===== config.mk =====
export PLATFORM = sky130hd
export DESIGN_NAME = uart_rx_data40
export DESIGN_NICKNAME = d
export VERILOG_FILES = /design/src/rtl/uart_pkg.sv /design/src/rtl/uart_byte_rx.sv /design/src/rtl/uart_rx_data40.sv
export SDC_FILE = /design/constraint.sdc
export NUM_CORES = 1
export LEC_CHECK = 0
export BUFFER_PORTS_ARGS = -buffer_cell sky130_fd_sc_hd__buf_2
export CORE_MARGIN = 3
export CORE_UTILIZATION = 30
export DETAILED_ROUTE_END_ITERATION = 12
export GPL_TIMING_DRIVEN = 0
export SYNTH_ARGS = -nofsm -noshare
export SYNTH_HDL_FRONTEND = slang
export SYNTH_HIERARCHICAL = 1
export SYNTH_SLANG_ARGS = --single-unit

===== constraint.sdc =====
create_clock -name Clk -period 2.7 [get_ports Clk]
set_clock_uncertainty 0.05 [all_clocks]
set_input_delay 0.54 -clock Clk [delete_from_list [all_inputs] [get_ports Clk]]
set_output_delay 0.54 -clock Clk [all_outputs]
set_load 0.1 [all_outputs]

===== src/rtl/uart_pkg.sv =====
// Shared UART definitions: baud divider, receiver state encoding, word geometry.
// Pure definitions, no logic; no flow control.
package uart_pkg;

  localparam int BYTES_PER_WORD = 5;

  typedef enum logic [1:0] {
    RX_IDLE,
    RX_START,
    RX_DATA,
    RX_STOP
  } rx_state_t;

  function automatic int baud_div(input int clk_freq, input int baud);
    return clk_freq / baud;
  endfunction

endpackage


===== src/rtl/uart_byte_rx.sv =====
// 8N1 byte receiver: 2-flop synchronizer, mid-bit sampling, byte_valid 1 cycle after the stop sample.
// No backpressure: byte_valid/byte_err are single-cycle strobes the consumer must take.
module uart_byte_rx
  import uart_pkg::*;
#(
  parameter int BAUD_DIV = 434
) (
  input  logic       Clk,
  input  logic       Reset_n,
  input  logic       uart_rx,
  output logic [7:0] byte_dat,
  output logic       byte_valid,
  output logic       byte_err
);

  localparam int HALF = BAUD_DIV / 2;
  localparam int CW   = $clog2(BAUD_DIV);

  logic          sync_q1, sync_q2, rx_prev;
  logic          fill_q1, fill_q2, armed;
  logic          fall;
  rx_state_t     state, state_nxt;
  logic [CW-1:0] cnt, cnt_nxt;
  logic [2:0]    bit_idx, bit_idx_nxt;
  logic [7:0]    sh, sh_nxt;
  logic          vld_nxt, err_nxt;

  // fill_q2 marks the synchronizer as holding real samples, so the reset
  // value of the flops can neither arm the receiver nor fake a start edge.
  assign fall     = armed & rx_prev & ~sync_q2;
  assign byte_dat = sh;

  always_ff @(posedge Clk) begin
    if (!Reset_n) begin
      sync_q1    <= 1'b1;
      sync_q2    <= 1'b1;
      rx_prev    <= 1'b1;
      fill_q1    <= 1'b0;
      fill_q2    <= 1'b0;
      armed      <= 1'b0;
      state      <= RX_IDLE;
      cnt        <= '0;
      bit_idx    <= '0;
      sh         <= '0;
      byte_valid <= 1'b0;
      byte_err   <= 1'b0;
    end else begin
      sync_q1    <= uart_rx;
      sync_q2    <= sync_q1;
      rx_prev    <= sync_q2;
      fill_q1    <= 1'b1;
      fill_q2    <= fill_q1;
      if (fill_q2 && sync_q2) armed <= 1'b1;
      state      <= state_nxt;
      cnt        <= cnt_nxt;
      bit_idx    <= bit_idx_nxt;
      sh         <= sh_nxt;
      byte_valid <= vld_nxt;
      byte_err   <= err_nxt;
    end
  end

  always_comb begin
    state_nxt   = state;
    cnt_nxt     = cnt + 1'b1;
    bit_idx_nxt = bit_idx;
    sh_nxt      = sh;
    vld_nxt     = 1'b0;
    err_nxt     = 1'b0;
    unique case (state)
      RX_IDLE: begin
        cnt_nxt = '0;
        if (fall) state_nxt = RX_START;
      end
      RX_START: begin
        if (cnt == CW'(HALF - 1)) begin
          cnt_nxt     = '0;
          bit_idx_nxt = '0;
          state_nxt   = sync_q2 ? RX_IDLE : RX_DATA;
        end
      end
      RX_DATA: begin
        if (cnt == CW'(BAUD_DIV - 1)) begin
          cnt_nxt     = '0;
          sh_nxt      = {sync_q2, sh[7:1]};
          bit_idx_nxt = bit_idx + 3'd1;
          if (bit_idx == 3'd7) state_nxt = RX_STOP;
        end
      end
      RX_STOP: begin
        if (cnt == CW'(BAUD_DIV - 1)) begin
          cnt_nxt   = '0;
          state_nxt = RX_IDLE;
          vld_nxt   = sync_q2;
          err_nxt   = ~sync_q2;
        end
      end
      default: state_nxt = RX_IDLE;
    endcase
  end

endmodule


===== src/rtl/uart_rx_data40.sv =====
// Assembles five received bytes (first byte LSB) into a 40-bit word; Rx_Done 1 cycle after the last byte_valid.
// No backpressure: Data40 holds the last word, pulses are single-cycle; partial frames dropped on error/gap.
module uart_rx_data40
  import uart_pkg::*;
#(
  parameter int CLK_FREQ      = 50_000_000,
  parameter int BAUD          = 115200,
  parameter int TIMEOUT_BYTES = 2
) (
  input  logic        Clk,
  input  logic        Reset_n,
  input  logic        uart_rx,
  output logic [39:0] Data40,
  output logic        Rx_Done,
  output logic        Frame_Err,
  output logic        Timeout
);

  localparam int BAUD_DIV = baud_div(CLK_FREQ, BAUD);
  localparam int GAP_MAX  = TIMEOUT_BYTES * 10 * BAUD_DIV - 1;
  localparam int GW       = $clog2(GAP_MAX + 1);

  logic [7:0]    byte_dat;
  logic          byte_valid, byte_err;
  logic [2:0]    idx;
  logic [31:0]   asm_q;
  logic [GW-1:0] gap_cnt;
  logic          gap_hit;

  uart_byte_rx #(.BAUD_DIV(BAUD_DIV)) u_byte_rx (
    .Clk        (Clk),
    .Reset_n    (Reset_n),
    .uart_rx    (uart_rx),
    .byte_dat   (byte_dat),
    .byte_valid (byte_valid),
    .byte_err   (byte_err)
  );

  assign gap_hit = (idx != 3'd0) && (gap_cnt == GW'(GAP_MAX));

  // Lanes 0..3 are staged; the last byte goes straight into Data40 so the
  // word lands in the same cycle as Rx_Done.
  always_ff @(posedge Clk) begin
    if (!Reset_n) begin
      idx       <= '0;
      asm_q     <= '0;
      gap_cnt   <= '0;
      Data40    <= '0;
      Rx_Done   <= 1'b0;
      Frame_Err <= 1'b0;
      Timeout   <= 1'b0;
    end else begin
      Rx_Done   <= 1'b0;
      Frame_Err <= 1'b0;
      Timeout   <= 1'b0;
      if (byte_valid) begin
        gap_cnt <= '0;
        if (idx == 3'(BYTES_PER_WORD - 1)) begin
          Data40  <= {byte_dat, asm_q};
          Rx_Done <= 1'b1;
          idx     <= '0;
        end else begin
          asm_q[{idx[1:0], 3'b000} +: 8] <= byte_dat;
          idx <= idx + 3'd1;
        end
      end else if (byte_err) begin
        idx       <= '0;
        gap_cnt   <= '0;
        Frame_Err <= 1'b1;
      end else if (gap_hit) begin
        idx     <= '0;
        gap_cnt <= '0;
        Timeout <= 1'b1;
      end else if (idx != 3'd0) begin
        gap_cnt <= gap_cnt + 1'b1;
      end else begin
        gap_cnt <= '0;
      end
    end
  end

endmodule


# Yosys cells after proc, flatten, opt, wreduce, memory -nomap -nowiden
# Index checks and enable logic that the tools add are counted.
# word_totals
regBits	122
inputBits	3
out_inout_bits	43
word_cells	84
# op_classes
n_addsub	5
n_eq_ne	13
shift	2
muxes	22
n_bitwise	6
n_reduce_logical	17
# ops
op	count
$bwmux W32	1
$shift A8 B7 Y32 const A	1
$shiftx A8 B7 Y32	1
$pmux W9 S3	1
$mux W3	6
$mux W9	2
$add A14 B1 Y14 const B	1
$eq A14 B14 Y1 const B	1
$mux W2	6
$ne A2 B1 Y1 const B	5
$add A9 B1 Y9 const B	1
$eq A9 B8 Y1 const B	1
$eq A9 B9 Y1 const B	1
$pmux W2 S4	1
$reduce_and A2 Y1	4
$neg A5 Y7	1
$add A3 B1 Y3 const B	2
$eq A3 B3 Y1 const B	2
$pmux W3 S2	1
$reduce_and A3 Y1	2
$reduce_bool A3 Y1	2
$reduce_and A5 Y1	1
$reduce_or A5 Y1	1
$eq A2 B2 Y1 const B	2
other kinds (9)	18

# Longest topological paths before layout
# Gate-level depths: netlist of the first run.
# depth
ltp_word	5
depth_mapped	8
mapped_depth_nobuf	6

# Cells and area by module
# The synthesis of the first run kept the hierarchy.
# modules_own_cells
mod	instances	cells_each	area_each_um2	seq_area_each_um2
uart_rx_data40	1	416	3523.4	1841.8
uart_byte_rx	1	115	1239.9	600.6

# Worst setup path after synthesis of the first run
# Ideal clock, no wire load.
# synth_path
kind	register -> register
start	register idx[0]
end	register asm_q[31]
setup_ns	0.070
t_arrival_ns	2.000
required_ns	2.580
setup_slack_ns	0.580
path_stages_with_launch	8
n_path_buf	1
period_less_slack_ns	2.120
cell_sequence	dfxtp_1 -> inv_1 -> ha_1 -> buf_4 -> a21boi_4 -> nand2_2 -> or4_1 -> a21oi_1
# synth_via
elab_chain_cells	3
word_cells_on_any_way	7
cone_classes	1 x add/sub; 1 x eq/ne; 2 x shift; 1 x mux; 1 x bitwise; 1 x reduce/logical
# synth_rtl
item	line_no	text
start: declaration	uart_rx_data40.sv:25	logic [2:0] idx;
start signal: assignment	uart_rx_data40.sv:64	idx <= idx + 3'd1;
$neg A5 Y7 or $eq A3 B3 Y1 (tied branches)	uart_rx_data40.sv:63, uart_rx_data40.sv:58	
$shiftx A8 B7 Y32 (tied with other cells)	uart_rx_data40.sv:63	asm_q[{idx[1:0], 3'b000} +: 8] <= byte_dat;
$bwmux W32 or $reduce_and A2 Y1 (tied branches)	-	
end signal: indexed assignment	uart_rx_data40.sv:63	
end: declaration	uart_rx_data40.sv:26	logic [31:0] asm_q;
# Several ways; a longest one is shown, not always the timed one.
# A chain may end at the register's enable or synchronous reset.

# Worst setup path in the final report of the first run
# Ends and elaborated chain as after synthesis.

==> flow_metrics.py, run 1 <==
metrics = {
    "cts": {
        "cts_root_buf": "clkbuf_16",
        "cts_tree": "yes",
        "path_clk_slew_ns": 0.06,
        "htree_levels": 4,
        "cts_setup_buffers": 0,
        "hold_buffers": 0,
        "clock-sinks": 122,
        "clk_latency_ns": 0.41,
        "clockBufferDepth": 2,
        "cts_buffers": 17,
    },
    "timing": {
        "worst_pin_slew_ns": 0.645,
        "setup_viol": 0,
        "rsz0062_at_grt": "false",
        "fin_ws_ns": 0.215,
        "min_period_over_period_pct": 92.1,
        "hold_violations": 0,
        "fin_setup_tns_ns": 0,
        "fin_crit_ns": 2.49,
        "slew_headroom_pct": 56.6,
        "drv_slew": 0,
        "max_freq_mhz": 402,
    },
    "logic_synthesis": {
        "syn_nets": 546,
        "async_flop_share_pct": 0,
        "netlist_top_cells_area": "dfxtp_1, nand2_1, a21oi_1",
        "synth_seq_cells": 122,
        "synth_area_mm2": 0.00476,
        "netlist_instances": 531,
        "synth_top_area_share_pct": 51.3,
        "ys.flop_type": "dfxtp_1",
        "synth.largest_area_cell": "dfxtp_1",
        "synth_common_cells": "dfxtp_1, nand2_1, a21oi_1",
        "avgSynthCellArea_um2": 8.97,
        "yosys_warnings": 6,
        "synth-seq-area-share_pct": 51.3,
        "synth.most_common_cell": "dfxtp_1",
        "yosysUniqueCellTypes": 49,
        "synth_edf_count": 0,
    },
    "route": {
        "top_layer": "met4",
        "wl_per_cell_um": 12.7,
        "drtIter0Drc": 169,
        "drc": 0,
        "vias": 3811,
        "via_per_inst": 4.65,
        "drt-pass1-iter-count": 4,
        "wl_met1_um": 4620,
        "wl_met2_um": 5190,
        "routed_wl_um": 10400,
        "wl_met3_um": 456,
        "ant_nets": 0,
    },
    "placement": {
        "gp_congestion": 0.831,
        "dp.cells": 787,
        "portBuffers": 45,
        "dp.final_hpwl_um": 7410,
        "place_ws_ns": 0.260,
    },
    "min_path": {
        "min_from": "uart_rx",
        "worstHoldPathCells": 2,
        "hold_path_end": "u_byte_rx/sync_q1",
        "hold_path_class": "in2reg",
    },
    "power_and_ir_drop": {
        "leakagePower_uw": 0.00206,
        "powerDensity_mw_per_mm2": 692,
        "ir_worst_vdd_v": 0.000390,
    },
    "worst_setup_path": {
        "regToRegSetupSlack_ns": 0.21,
        "crit_required_ns": 2.99,
        "r2r_start": "idx[0]",
        "worst-setup-path-type": "reg2reg",
        "reg2reg_depth": 7,
        "r2r_end": "asm_q[31]",
        "crit_path_start_kind": "register",
        "critPathCaptureType": "register",
        "worstPathMaxFanout": 10,
        "arrival_ns": 2.78,
    },
    "floorplanning": {
        "core_area_mm2": 0.0154,
        "dieArea_mm2": 0.0174,
        "num_rows": 45,
        "die_x_um": 132,
        "ios": 46,
        "start_util_pct": 31.0,
        "die_h_um": 132,
    },
    "global_routing": {
        "grt_max_degree": 17,
        "grt_pass1_wl_um": 17400,
        "overflow": 0,
        "antenna_found_initial": 0,
        "grt_use_total_pct": 12.2,
        "grt_pass1_vias": 3666,
    },
    "layout": {
        "area_delta_synth_final_pct": 22.8,
        "antennaDiodeCount": 0,
        "nFillCells": 1555,
        "nets": 610,
        "layout-drive-gt1-share_pct": 16.0,
        "final_cells": 819,
    },
    "flow_run": {
        "drv_cap": 0,
    },
    "outcome": {
        "outcome": "finished clean",
    },
}
layout make-up:
class | instances | area, um^2 | share of cell area [%]
Timing Repair Buffer | 45 | 225 | 3.85
Clock buffer | 18 | 439 | 7.51
Clock inverter | 14 | 149 | 2.55
Inverter | 8 | 30.0 | 0.513
Tap cell | 211 | 264 | 4.51
Sequential cell | 122 | 2440 | 41.8
Multi-Input combinational cell | 373 | 2170 | 37.1
Buffer | 28 | 129 | 2.20
how the worst max path moves through the flow:
stage | start | endpoint | slack (ns) | cells after the start
after floorplan | idx[0] | asm_q[31] | 0.58 | 7
after global placement | idx[0] | asm_q[31] | 0.31 | 7
after detailed placement | idx[0] | asm_q[7] | 0.26 | 7
after CTS | idx[0] | asm_q[7] | 0.24 | 7
after global routing | idx[0] | asm_q[15] | 0.07 | 7
final | idx[0] | asm_q[31] | 0.21 | 7
where the power goes:
| part | internal (uW) | total [uW] | switching [uW] |
|---|---|---|---|
| Clock | 1380 | 2200 | 816 |
| Sequential | 1810 | 1810 | 2.66 |
| Combinational | 10.1 | 38.2 | 28.1 |
| Total | 3200 | 4050 | 847 |
critical path, cell delays in order (launching register included):
cell	delay, ns
dfxtp_1	0.51
inv_1	0.23
ha_1	0.27
buf_4	0.18
a21boi_4	0.33
nand2_2	0.21
or4_1	0.51
a21oi_1	0.15
placed cells by master (no fill, tap or decap), types with 3 or more instances in the layout:
cell	count
a21oi_1	66
nand2_1	111
xnor2_1	12
clkinv_2	3
nor3_1	6
nor2b_1	10
clkbuf_16	17
buf_2	46
dfxtp_1	122
xor2_1	8
nor2_1	41
ha_1	12
nand3_1	13
nand4_1	29
and3_1	3
nand2b_1	5
inv_1	7
a22oi_1	8
clkinv_4	4
clkbuf_1	23
mux2i_1	10
clkinvlp_4	4
cells by family (layout without fill, tap and decap cells):
group / count (synthesis) / count (layout) / share of synthesized area (%)
compound gates: 86 / 86 / 10.3
xor+xnor: 20 / 20 / 3.68
fa+ha+maj: 12 / 12 / 3.15
buf+inv: 36 / 113 / 3.34
flops: 122 / 122 / 51.3
mux: 10 / 10 / 2.10
simple gates: 245 / 245 / 26.2
through the flow:
stage / util (%) / power (uW) / area (um^2) / hold slack, ns
2_1_floorplan: - / 1870 / 4760 / 0.336
6_report: 38.1 / 4050 / 5850 / 0.263
3_3_place_gp: 34.2 / 1880 / 5250 / 0.345
5_1_grt: 38.1 / 4180 / 5850 / 0.291
3_5_place_dp: 34.2 / 1890 / 5250 / 0.350
4_1_cts: 38.0 / 4090 / 5840 / 0.248
what timing repair did:
item,4_1_cts,5_1_grt
setup endpoints to repair,0,1
resized for setup,0,1
hold endpoints to repair,0,0
routing by layer:
layer	track usage, %	vias to the layer above
li1	-	1952
met1	14.3	1788
met2	20.8	57
met3	3.82	14
met4	5.02	0
met5	0	-
state kept, by name, indices dropped and copies added (netlist names), 3 cells and up, named ones only:
register,count
gap_cnt,14
u_byte_rx/cnt,9
u_byte_rx/bit_idx,3
u_byte_rx/byte_dat,8
Data40,40
asm_q,32
idx,3
(Power assumes the default switching activity.)
==> run 2, diff against run 1 <==
--- a/config.mk
+++ b/config.mk
@@ -5,6 +5,7 @@
 export SDC_FILE = /design/constraint.sdc
 export NUM_CORES = 1
 export LEC_CHECK = 0
+export ABC_AREA = 1
 export BUFFER_PORTS_ARGS = -buffer_cell sky130_fd_sc_hd__buf_2
 export CORE_MARGIN = 3
 export CORE_UTILIZATION = 30
==> flow_metrics.py, run 2 <==
metrics = {
    "outcome": {
        "outcome": "finished clean",
    },
    "logic_synthesis": {
        "async_flop_share_pct": 0,
        "netlist_top_cells_area": "dfxtp_1, nand2_1, a21oi_1",
        "yosysUniqueCellTypes": 34,
        "avgSynthCellArea_um2": 7.73,
        "synth.most_common_cell": "nand2_1",
        "netlist_instances": 661,
        "synth_top_area_share_pct": 47.8,
        "synth_edf_count": 0,
        "synth.largest_area_cell": "dfxtp_1",
        "synth-seq-area-share_pct": 47.8,
        "synth_seq_cells": 122,
        "yosys_warnings": 6,
        "ys.flop_type": "dfxtp_1",
        "synth_common_cells": "nand2_1, dfxtp_1, a21oi_1",
        "syn_nets": 676,
        "synth_area_mm2": 0.00511,
    },
    "flow_run": {
        "drv_cap": 0,
    },
    "route": {
        "drc": 0,
        "wl_per_cell_um": 12.1,
        "drtIter0Drc": 240,
        "drt-pass1-iter-count": 5,
        "via_per_inst": 4.47,
        "vias": 4279,
        "ant_nets": 0,
        "routed_wl_um": 11500,
    },
    "cts": {
        "clock-sinks": 122,
        "cts_resized": 0,
        "path_clk_slew_ns": 0.05,
        "cts_root_buf": "clkbuf_16",
        "hold_buffers": 0,
        "clk_latency_ns": 0.40,
        "cts_setup_buffers": 0,
        "cts_buffers": 17,
        "clockBufferDepth": 2,
        "cts_tree": "yes",
        "htree_levels": 4,
    },
    "timing": {
        "rsz0062_at_grt": "false",
        "drv_slew": 0,
        "max_freq_mhz": 547,
        "hold_violations": 0,
        "slew_headroom_pct": 65.3,
        "worst_pin_slew_ns": 0.521,
        "fin_crit_ns": 1.83,
        "setup_viol": 0,
        "fin_setup_tns_ns": 0,
        "min_period_over_period_pct": 67.7,
    },
    "global_routing": {
        "grt_pass1_vias": 4138,
        "grt_use_total_pct": 13.3,
        "antenna_found_initial": 0,
        "grt_max_degree": 17,
        "grt_pass1_wl_um": 19800,
        "overflow": 0,
    },
    "floorplanning": {
        "die_h_um": 137,
        "start_util_pct": 30.7,
        "core_area_mm2": 0.0166,
        "die_x_um": 137,
        "dieArea_mm2": 0.0186,
        "ios": 46,
        "num_rows": 47,
    },
    "worst_setup_path": {
        "crit_path_start_kind": "register",
        "critPathCaptureType": "register",
        "crit_required_ns": 2.99,
        "worstPathMaxFanout": 9,
        "r2r_start": "idx[0]",
        "arrival_ns": 2.11,
        "startpoint": "idx[0]",
        "worst-setup-path-type": "reg2reg",
    },
    "placement": {
        "gp_congestion": 0.830,
        "dp.final_hpwl_um": 8300,
        "portBuffers": 45,
    },
    "power_and_ir_drop": {
        "p_comb_share_pct": 1.7,
        "swShare_pct": 19.5,
        "ir_worst_vdd_v": 0.000504,
        "pwr-share-clk_pct": 54.4,
        "p_int_uw": 3340,
        "p_seq_share_pct": 43.8,
        "leakagePower_uw": 0.00236,
        "p_sw_uw": 807,
        "powerDensity_mw_per_mm2": 668,
        "power_uw": 4150,
    },
    "layout": {
        "largest_register_ffs": 40,
        "nFillCells": 1783,
        "layout-drive-gt1-share_pct": 18.2,
        "area_delta_synth_final_pct": 21.4,
        "regMostFlops": "Data40",
        "nets": 740,
        "top_regs": "Data40 (40), asm_q (32), gap_cnt (14)",
        "antennaDiodeCount": 0,
        "layout_common_cells": "nand2_1, dfxtp_1, a21oi_1, nor2_1, nand3_1",
        "layout.cells.most_common": "nand2_1",
    },
    "min_path": {
        "hold_path_class": "in2reg",
        "min_from": "uart_rx",
    },
}
[run 2: worst max-delay path, cell delays in order (launching register included)]
cell     delay, ns
dfxtp_1       0.42
inv_1         0.13
ha_1          0.33
nand2_1       0.18
nor2_2        0.33
nand4_1       0.16
a21oi_1       0.14
[run 2: per-layer routing]
layer	vias to the layer above	track usage (%)	part of all wire, %
met1	1892	18.7	51
met3	8	3.35	5.5
met2	84	19.8	43
met4	0	4.54	0.79
li1	2295	-	-
met5	-	0	0
[run 2: layout make-up]
cell class	instances	area [um^2]	area share, %
tap	220	275	4.44
timing repair buffer	45	225	3.63
inverter	45	169	2.72
sequential	122	2440	39.4
multi-input combinational	462	2320	37.4
clock inverter	9	120	1.94
buffer	32	175	2.82
clock buffer	22	474	7.64
[run 2: power by group through the flow]
stage / Sequential (uW) / Clock, uW / Combinational [uW]
finish: 1820 / 2260 / 71.4
detailed placement: 1860 / 0 / 71.4
global route: 1820 / 2380 / 83.6
CTS: 1820 / 2310 / 71.8
floorplan: 1850 / 0 / 51.9
global placement: 1860 / 0 / 71.7
[run 2: cell families after synthesis]
family / Yosys count / share of synthesized area, %
compound gates: 110 / 11.3
xor+xnor: 8 / 1.37
fa+ha+maj: 12 / 2.94
buf+inv: 77 / 6.73
flops: 122 / 47.8
simple gates: 332 / 29.8
[run 2: worst paths after layout]
kind	cells past startpoint	endpoint	slack, ns
min	2	u_byte_rx/sync_q1	0.27
min reg2reg	2	u_byte_rx/fill_q2	0.36
max	6	asm_q[22]	0.87
max reg2reg	6	asm_q[22]	0.87
[run 2: through the flow]
step	hold slack [ns]	area (um^2)	std cells	util, %	worst slack [ns]
2_1_floorplan	0.340	5110	661	-	1.15
3_3_place_gp	0.345	5610	926	33.7	0.801
3_5_place_dp	0.349	5610	926	33.7	0.844
4_1_cts	0.256	6200	957	37.3	0.848
5_1_grt	0.276	6200	957	37.3	0.684
6_report	0.272	6200	957	37.3	0.872
==> run 3, diff against run 2 <==
--- a/config.mk
+++ b/config.mk
@@ -5,7 +5,7 @@
 export SDC_FILE = /design/constraint.sdc
 export NUM_CORES = 1
 export LEC_CHECK = 0
-export ABC_AREA = 1
+export ABC_AREA = 0
 export BUFFER_PORTS_ARGS = -buffer_cell sky130_fd_sc_hd__buf_2
 export CORE_MARGIN = 3
 export CORE_UTILIZATION = 30
==> constraint.sdc (replaced) <==
create_clock -name Clk -period 1.45 [get_ports Clk]
set_clock_uncertainty 0.05 [all_clocks]
set_input_delay 0.29 -clock Clk [delete_from_list [all_inputs] [get_ports Clk]]
set_output_delay 0.29 -clock Clk [all_outputs]
set_load 0.1 [all_outputs]
==> flow_metrics.py, run 3 (synthesis gave the netlist of run 1 again) <==
metrics = {
    "outcome": {
        "outcome": "finished, violations left",
        "violations": "negative setup slack",
    },
    "timing": {
        "fin_crit_ns": 1.82,
        "rsz0062_at_grt": "true",
        "min_period_over_period_pct": 125,
        "fin_ws_ns": -0.366,
        "worst_pin_slew_ns": 0.643,
        "setup_viol": 107,
        "max_freq_mhz": 551,
        "slew_headroom_pct": 57.1,
        "hold_violations": 0,
        "drv_slew": 0,
    },
    "cts": {
        "clock-sinks": 122,
        "cts_tree": "yes",
        "clk_latency_ns": 0.41,
        "cts_buffers": 17,
        "path_clk_slew_ns": 0.06,
        "cts_root_buf": "clkbuf_16",
        "clockBufferDepth": 2,
        "htree_levels": 4,
    },
    "power_and_ir_drop": {
        "powerDensity_mw_per_mm2": 1100,
        "ir_worst_vdd_v": 0.000750,
        "leakagePower_uw": 0.00283,
        "power_uw": 7900,
    },
    "global_routing": {
        "grt_max_degree": 17,
        "met3_usage_pct": 3.82,
        "grt_pass1_wl_um": 20000,
        "grt_use_met1_pct": 17.1,
        "met2_usage_pct": 23.0,
        "grt_pass1_vias": 4045,
        "antenna_found_initial": 0,
        "overflow": 0,
        "grt_use_total_pct": 13.9,
        "busiest_layer": "met2",
    },
    "route": {
        "drt-pass1-iter-count": 4,
        "drtIter0Drc": 283,
        "routed_wl_um": 12300,
        "vias": 4120,
        "drc": 0,
        "via_per_inst": 4.77,
        "ant_nets": 0,
        "wl_per_cell_um": 14.2,
    },
    "floorplanning": {
        "start_util_pct": 31.0,
        "die_x_um": 132,
        "num_rows": 45,
        "dieArea_mm2": 0.0174,
        "die_h_um": 132,
        "core_area_mm2": 0.0154,
        "ios": 46,
    },
    "flow_run": {
        "drv_cap": 0,
    },
    "worst_setup_path": {
        "r2r_start": "idx[0]",
        "worst-setup-path-type": "reg2reg",
        "crit_required_ns": 1.74,
        "critPathCaptureType": "register",
        "worstPathMaxFanout": 4,
        "arrival_ns": 2.11,
        "r2r_end": "asm_q[31]",
        "regToRegSetupSlack_ns": -0.37,
        "reg2reg_depth": 8,
        "crit_path_start_kind": "register",
    },
    "layout": {
        "layout-drive-gt1-share_pct": 41.8,
        "area_delta_synth_final_pct": 50.7,
        "multi_input_area_mm2": 0.00280,
        "layout.cells.most_common": "dfxtp_1",
        "nFillCells": 1385,
        "final_cells": 864,
        "nets": 655,
        "fin_area_mm2": 0.00718,
        "top_regs": "Data40 (40), asm_q (32), gap_cnt (14)",
        "antennaDiodeCount": 0,
        "largest_register_ffs": 40,
        "seq_area_mm2": 0.00246,
        "layout_common_cells": "dfxtp_1, nand2_1, buf_4, a21oi_1, nor2_1",
        "regMostFlops": "Data40",
    },
    "placement": {
        "portBuffers": 45,
        "dpl_cell_area_mm2": 0.00535,
        "place_ws_ns": -0.539,
        "gp_congestion": 0.790,
        "dp.cells": 787,
        "dp.final_hpwl_um": 7390,
    },
    "min_path": {
        "worstHoldPathCells": 1,
        "hold_path_end": "u_byte_rx/fill_q1",
        "min_from": "Reset_n",
        "hold_path_class": "in2reg",
    },
}
[run 3: cell types whose count changed in the layout (fill, tap and decap cells not counted), moves of 11 or more]
cell	delta
a21oi_1	-54
a21oi_2	+26
buf_2	-53
buf_4	+74
buf_6	+13
buf_8	+11
dfxtp_1	-11
inv_1	-35
nand2_1	-55
nand2_4	+22
nand3_1	-64
nand4_1	+15
nor2_1	-40
[run 3: report_power, final]
| part | switching, uW | leakage [uW] | internal (uW) | total, uW |
|---|---|---|---|---|
| clock network | 1570 | 0.000307 | 2880 | 4440 |
| logic | 66.6 | 0.00153 | 25.8 | 92.3 |
| registers | 5.22 | 0.000990 | 3360 | 3360 |
| total | 1640 | 0.00283 | 6260 | 7900 |
[run 3: metrics by stage]
stage               hold slack (ns)  util (%)  TNS [ns]
floorplan                     0.268         -     -7.91
global placement              0.348      34.8    -29.80
detailed placement            0.353      34.8    -32.36
CTS                           0.105      43.3    -14.80
global route                  0.125      46.7    -22.48
finish                        0.119      46.7    -15.24
[run 3: repair_timing]
item | CTS | global route
cloned | 7 | 0
setup endpoints to repair | 156 | 112
hold buffers | 1 | 0
endpoints found under the hold margin | 1 | 0
pin swaps | 29 | 79
setup buffers | 31 | 10
resized for setup | 114 | 140
[run 3: final cells by class]
cell class / count / area share, %
plain buffers: 26 / 3.07
repair buffers: 92 / 10.8
clock inverters: 15 / 2.79
well taps: 211 / 3.68
inverters: 8 / 0.523
multi-input cells: 373 / 38.9
flip-flops and latches: 122 / 34.3
clock buffers: 17 / 5.92
[run 3: critical path, cell delays in order, from the launching register on]
cell and delay, ns:
dfxtp_4 0.37, inv_6 0.04, ha_4 0.15, buf_8 0.12, a21boi_4 0.24, buf_6 0.15, nand2_4 0.04, or4_4 0.42
a21oi_2 0.15
[run 3: worst max-delay path by stage]
stage	cells after the start	slack, ns	startpoint	to
floorplan	7	-0.33	idx[0]	asm_q[15]
global placement	7	-0.51	idx[1]	asm_q[4]
detailed placement	7	-0.54	idx[0]	asm_q[4]
CTS	5	-0.33	idx[0]	asm_q[19]
global route	8	-0.42	idx[1]	asm_q[31]
finish	8	-0.37	idx[0]	asm_q[31]
[run 3: layer usage]
layer | share of wire [%] | wire (um)
met1 | 44 | 5380
met2 | 50 | 6130
met3 | 4.4 | 541
met4 | 1.9 | 235
met5 | 0 | 0
